===== config.mk =====
export PLATFORM = sky130hd
export DESIGN_NAME = ssd_scan_mux
export DESIGN_NICKNAME = d
export VERILOG_FILES = /design/src/rtl/ssd_scan_mux.sv
export SDC_FILE = /design/constraint.sdc
export NUM_CORES = 1
export LEC_CHECK = 0
export ABC_AREA = 0
export ABC_CLOCK_PERIOD_IN_PS = 2100
export CORE_ASPECT_RATIO = 0.8
export CORE_MARGIN = 2
export CORE_UTILIZATION = 36
export DETAILED_ROUTE_END_ITERATION = 10
export HOLD_SLACK_MARGIN = 0.1
export PLACE_DENSITY = 0.57
export RECOVER_POWER = 50
export SYNTH_ARGS = -nofsm -noshare
export SYNTH_HDL_FRONTEND = slang
export SYNTH_SLANG_ARGS = --single-unit

===== constraint.sdc =====
create_clock -name clk -period 2.1 [get_ports clk]
set_clock_uncertainty 0.2 [all_clocks]
set_input_delay 0.42 -clock clk [delete_from_list [all_inputs] [get_ports clk]]
set_output_delay 0.42 -clock clk [all_outputs]
set_load 0.05 [all_outputs]

===== src/rtl/ssd_scan_mux.sv =====
// Four-digit common-anode seven-segment scanner: shadowed hex value, one digit per
// refresh slot, leading-zero blanking and a one-cycle dead time between digits.

module ssd_digit_lane #(
    parameter int IDX = 0
) (
    input  logic [3:0] nib,
    input  logic       upper_zero,
    input  logic       blank_lz,
    input  logic [1:0] idx,
    input  logic       enable,
    input  logic       slot_live,
    input  logic       dp_req,
    output logic       lit,
    output logic       dp_lit
);
    logic blank;
    logic sel;

    // The rightmost digit is never blanked, so a zero value still shows "0".
    assign blank  = blank_lz && (IDX != 0) && upper_zero && (nib == 4'h0);
    assign sel    = (idx == 2'(IDX));
    assign lit    = enable && slot_live && sel && !blank;
    assign dp_lit = lit && dp_req;
endmodule

module ssd_scan_mux #(
    parameter int DIV_COUNT = 100000,
    parameter int DIV_W     = 17
) (
    input  logic        clk,
    input  logic        rst_n,
    input  logic [15:0] value,
    input  logic [3:0]  dp_in,
    input  logic        load,
    input  logic        enable,
    input  logic        blank_lz,
    output logic [3:0]  nibble,
    output logic [3:0]  an,
    output logic        dp,
    output logic [1:0]  digit_idx
);
    localparam int NUM_DIG = 4;
    localparam logic [DIV_W-1:0] CNT_LAST = DIV_W'(DIV_COUNT - 1);

    typedef struct packed {
        logic [15:0] val;
        logic [3:0]  dp;
    } shadow_t;

    logic [DIV_W-1:0]   cnt;
    logic [1:0]         idx;
    shadow_t            shadow;
    logic               slot_end;
    logic               slot_live;
    logic [NUM_DIG:1]   zero_from;
    logic [NUM_DIG-1:0] lit;
    logic [NUM_DIG-1:0] dp_lit;

    assign slot_end  = (cnt == CNT_LAST);
    assign slot_live = (cnt != '0);

    // zero_from[i]: every digit at index i and above is zero.
    assign zero_from[NUM_DIG] = 1'b1;
    genvar g;
    generate
        for (g = NUM_DIG - 1; g >= 1; g--) begin : g_zero
            assign zero_from[g] = zero_from[g+1] && (shadow.val[4*g +: 4] == 4'h0);
        end

        for (g = 0; g < NUM_DIG; g++) begin : g_lane
            ssd_digit_lane #(.IDX(g)) u_lane (
                .nib        (shadow.val[4*g +: 4]),
                .upper_zero (zero_from[g+1]),
                .blank_lz   (blank_lz),
                .idx        (idx),
                .enable     (enable),
                .slot_live  (slot_live),
                .dp_req     (shadow.dp[g]),
                .lit        (lit[g]),
                .dp_lit     (dp_lit[g])
            );
        end
    endgenerate

    always_ff @(posedge clk or negedge rst_n) begin
        if (!rst_n) begin
            cnt <= '0;
            idx <= 2'd0;
        end else if (slot_end) begin
            cnt <= '0;
            idx <= idx + 2'd1;
        end else begin
            cnt <= cnt + 1'b1;
        end
    end

    always_ff @(posedge clk or negedge rst_n) begin
        if (!rst_n) begin
            shadow <= '0;
        end else if (load) begin
            shadow <= '{val: value, dp: dp_in};
        end
    end

    // Outputs reflect the pre-edge scan state and shadow; one cycle of latency.
    always_ff @(posedge clk or negedge rst_n) begin
        if (!rst_n) begin
            digit_idx <= 2'd0;
            nibble    <= 4'h0;
            an        <= 4'hF;
            dp        <= 1'b1;
        end else begin
            digit_idx <= idx;
            nibble    <= shadow.val[4*idx +: 4];
            an        <= ~lit;
            dp        <= ~|dp_lit;
        end
    end
endmodule


==> metrics.md <==
| Metric | Value |
|---|---|
| Crit path buf inv count | `0` |
| Inserted Clock Buffers | `5` |
| Rows | `25` |
| Hold path cells | `1` |
| Detailed-placement wirelength estimate | `3370 um` |
| Primary FF master, synth | `dfrtp_1` |
| Postcts setup bufs | `0` |
| Total die area | `6700 sq um` |
| Number of global-route vias before repair | `1484` |
| Power Dens Cells | `between 600 and 700 nW/um^2` |
| Reg2reg path depth | `5` |
| Syn Nets | `197` |
| Max-slew violations | `0` |
| Yosys top cell area share | `about half` |
| Warning count from the yosys run | `0` |
| Routed WL | `4410 um` |
| Mapped Cells | `166` |
| Overall Global Routing Usage | `13.8%` |
| Antenna diodes | `0` |
| Post-route DRC violation count | `0` |
| Final setup fails | `0` |
| Final period util | `90.2%` |
| DRT Pass-1 Iters | `4` |
| Worst-Margin Slew | `1.14 ns` |
| VDD IR max | `285 uV` |
| CTS H-tree depth | `2` |
| Synthesized flop and latch total | `50` |
| Final Hold Fails | `0` |
| Post-synthesis sequential area ratio | `57.6%` |
| Crit-path max FO | `5` |
| Slowest cell on the critical path | `dfrtp_1` |
| Clock sink count | `50` |
| Area delta synth->final | `26.7%` |
| FMAX | `0.528 GHz` |
| Largest stage delay, worst path | `~0.41 ns` |
| Data required, critical path | `2.09 ns` |
| Pleak | `roughly 1.2 nW` |
| Largest net degree at the start of global routing | `21` |
| Setup tns final | `0 ns` |
| Largest delay contributor family on the critical path | `simple AND/OR/NAND/NOR gates` |
| Worst skew pair latency | `0.30 ns` |
| Multi-input logic area | `a little under 900 sq um` |
| Routed len/inst | `15.1 um` |
| Fraction of registers with async set/reset | `100%` |
| CP Depth | `5` |
| Layout cells sized above 1 | `24.6%` |
| Via count | `1443` |
| I/O pins | `36` |
| Via-per-instance ratio | `around 4.9` |
| Post-Synthesis Cell Area | `2180 sq um` |
| Sequential cell area | `1260 sq um` |
| Commonest cells in the netlist | `45 x dfrtp_1, 21 x mux2_2, 11 x nand2_1` |
| Total power | `1.92 mW` |
| Worst slew margin | `between 20% and 30%` |
| Arrival time at the worst endpoint | `1.89 ns` |
| Library cells used by synthesis | `35` |
| Cell Chain, Critical Path | `ha_1 > and4_1 > nand2_2 > nor4_4 > mux2_2` |
| Total global routing overflow | `0` |
| First-pass GRT wire length | `7080 um` |
| Core area | `5880 sq um` |
| Number of flops mapped to enable cells by yosys | `0` |
| Antenna violations before repair | `0` |
| Most numerous cell in the Yosys netlist | `dfrtp_1` |
| Fin nets | `about 240` |
| DIE HEIGHT | `73.6 um` |
| Top cells by area, synth | `dfrtp_1 52%, mux2_2 11%, dfstp_2 6.0%` |
| CP Capture Type | `flip-flop` |
| Largest area contributor in the netlist | `dfrtp_1` |
| RSZ-0062 raised after global routing | `false` |
| Worst min path class | `flip-flop to flip-flop` |
| Final worst slack | `slightly above 0.2 ns` |
| Root buf cell | `clkbuf_8` |
| Final core occ | `47.0%` |
| Outcome | `finished, final reports clean` |
| Die width | `about 91 um` |
| DR iter-0 viols | `around 110` |
| TritonCTS clock tree | `done` |
| Post-Syn Area per Cell | `13.1 sq um` |
| GPL Wtd Cong | `0.835` |
| Post-route ant nets | `0` |
| Clock Pin Slew Worst Setup and Hold Paths | `0.09 ns` |
| Critical path class | `flip-flop to flip-flop` |
| Crit path time final | `approximately 1.9 ns` |
| FILL cells | `567` |
| CTS Buffer Depth | `2` |
| IO buf count | `35` |
| Max-Cap Viols | `0` |
| Initial Utilization | `37.1%` |
| CP Launch Type | `flip-flop` |
| Pre-CTS setup slack | `0.208 ns` |
[report_power, final]
group          switching, mW  internal [mW]
registers             0.0336           1.01
clock network          0.317          0.357
logic                 0.0906          0.107
[timing repair]
action / in CTS / in global routing
gates resized for setup: 0 / 4
hold endpoints to repair: 17 / 0
hold buffers: 1 / 0
endpoints found under the setup margin: 0 / 4
[path summary, 6_finish.rpt]
check                           slack [ns]             start                endpoint
worst min register to register        0.31  cnt[0]$_DFF_PN0_        cnt[0]$_DFF_PN0_
min in group asynchronous             0.65             rst_n  shadow[12]$_DFFE_PN0P_
worst max-delay path                  0.21  cnt[0]$_DFF_PN0_      idx[1]$_DFFE_PN0N_
max in group asynchronous             0.24             rst_n       cnt[11]$_DFF_PN0_
worst max register to register        0.21  cnt[0]$_DFF_PN0_      idx[1]$_DFFE_PN0N_
worst min-delay path                  0.31  cnt[0]$_DFF_PN0_        cnt[0]$_DFF_PN0_
[cell usage in the layout, fill, tap and decap left out, types with 5 or more instances in the layout]
| master | Yosys | routed |
|---|---|---|
| buf_4 | 1 | 10 |
| clkbuf_8 | 0 | 5 |
| ha_1 | 6 | 6 |
| dfstp_2 | 5 | 5 |
| nor2_1 | 9 | 9 |
| dfrtp_1 | 45 | 45 |
| xor2_1 | 6 | 6 |
| nand2_1 | 11 | 11 |
| inv_1 | 5 | 5 |
| clkdlybuf4s50_1 | 0 | 22 |
| xnor2_1 | 8 | 8 |
| nand3_1 | 7 | 7 |
| mux2_2 | 21 | 21 |
[cells by family (layout without fill, tap and decap cells)]
kind of cell             Yosys count  in the layout  share of synthesized area [%]
AO/OA/AOI/OAI                     11             11                           3.38
XOR/XNOR                          14             14                           5.62
adder cells (fa/ha/maj)            6              6                           3.44
buffers and inverters             10             55                           2.24
flip-flops                        50             50                           57.6
multiplexers                      25             25                           15.0
AND/OR/NAND/NOR                   50             50                           12.7
[metal layers]
| layer | vias to the layer above | global-route usage [%] | wire length, um |
|---|---|---|---|
| li1 | 670 | - | - |
| met1 | 730 | 18.2 | 2070 |
| met3 | 8 | 3.38 | 159 |
| met4 | 0 | 6.06 | 94 |
| met2 | 35 | 22.1 | 2090 |
| met5 | - | 0 | 0 |
[metrics by stage]
stage	area, sq um	cells	hold slack (ns)
after floorplan	2180	166	-0.0756
after global placement	2650	283	0.195
after detailed placement	2650	283	0.204
after CTS	2770	292	0.309
after global routing	2760	292	0.331
final	2760	292	0.306
[layout make-up]
type | count | area share, %
flip-flops and latches | 50 | 45.5
clock buffers | 5 | 2.49
repair buffers | 42 | 14.4
multi-input cells | 106 | 31.7
well taps | 81 | 3.67
clock inverters | 3 | 1.58
inverters | 5 | 0.679
[flip-flops by register name, summed over array words and instances, names as in the netlist]
| name | flops |
|---|---|
| idx | 2 |
| digit_idx | 2 |
| shadow | 20 |
| cnt | 17 |
| nibble | 4 |
| dp | 1 |
| an | 4 |
[worst reg2reg max path: stages, from the launching register on]
cell and delay, ns:
dfrtp_1 0.41, ha_1 0.22, and4_1 0.24, nand2_2 0.08, nor4_4 0.28, mux2_2 0.36
(Power assumes the default switching activity.)
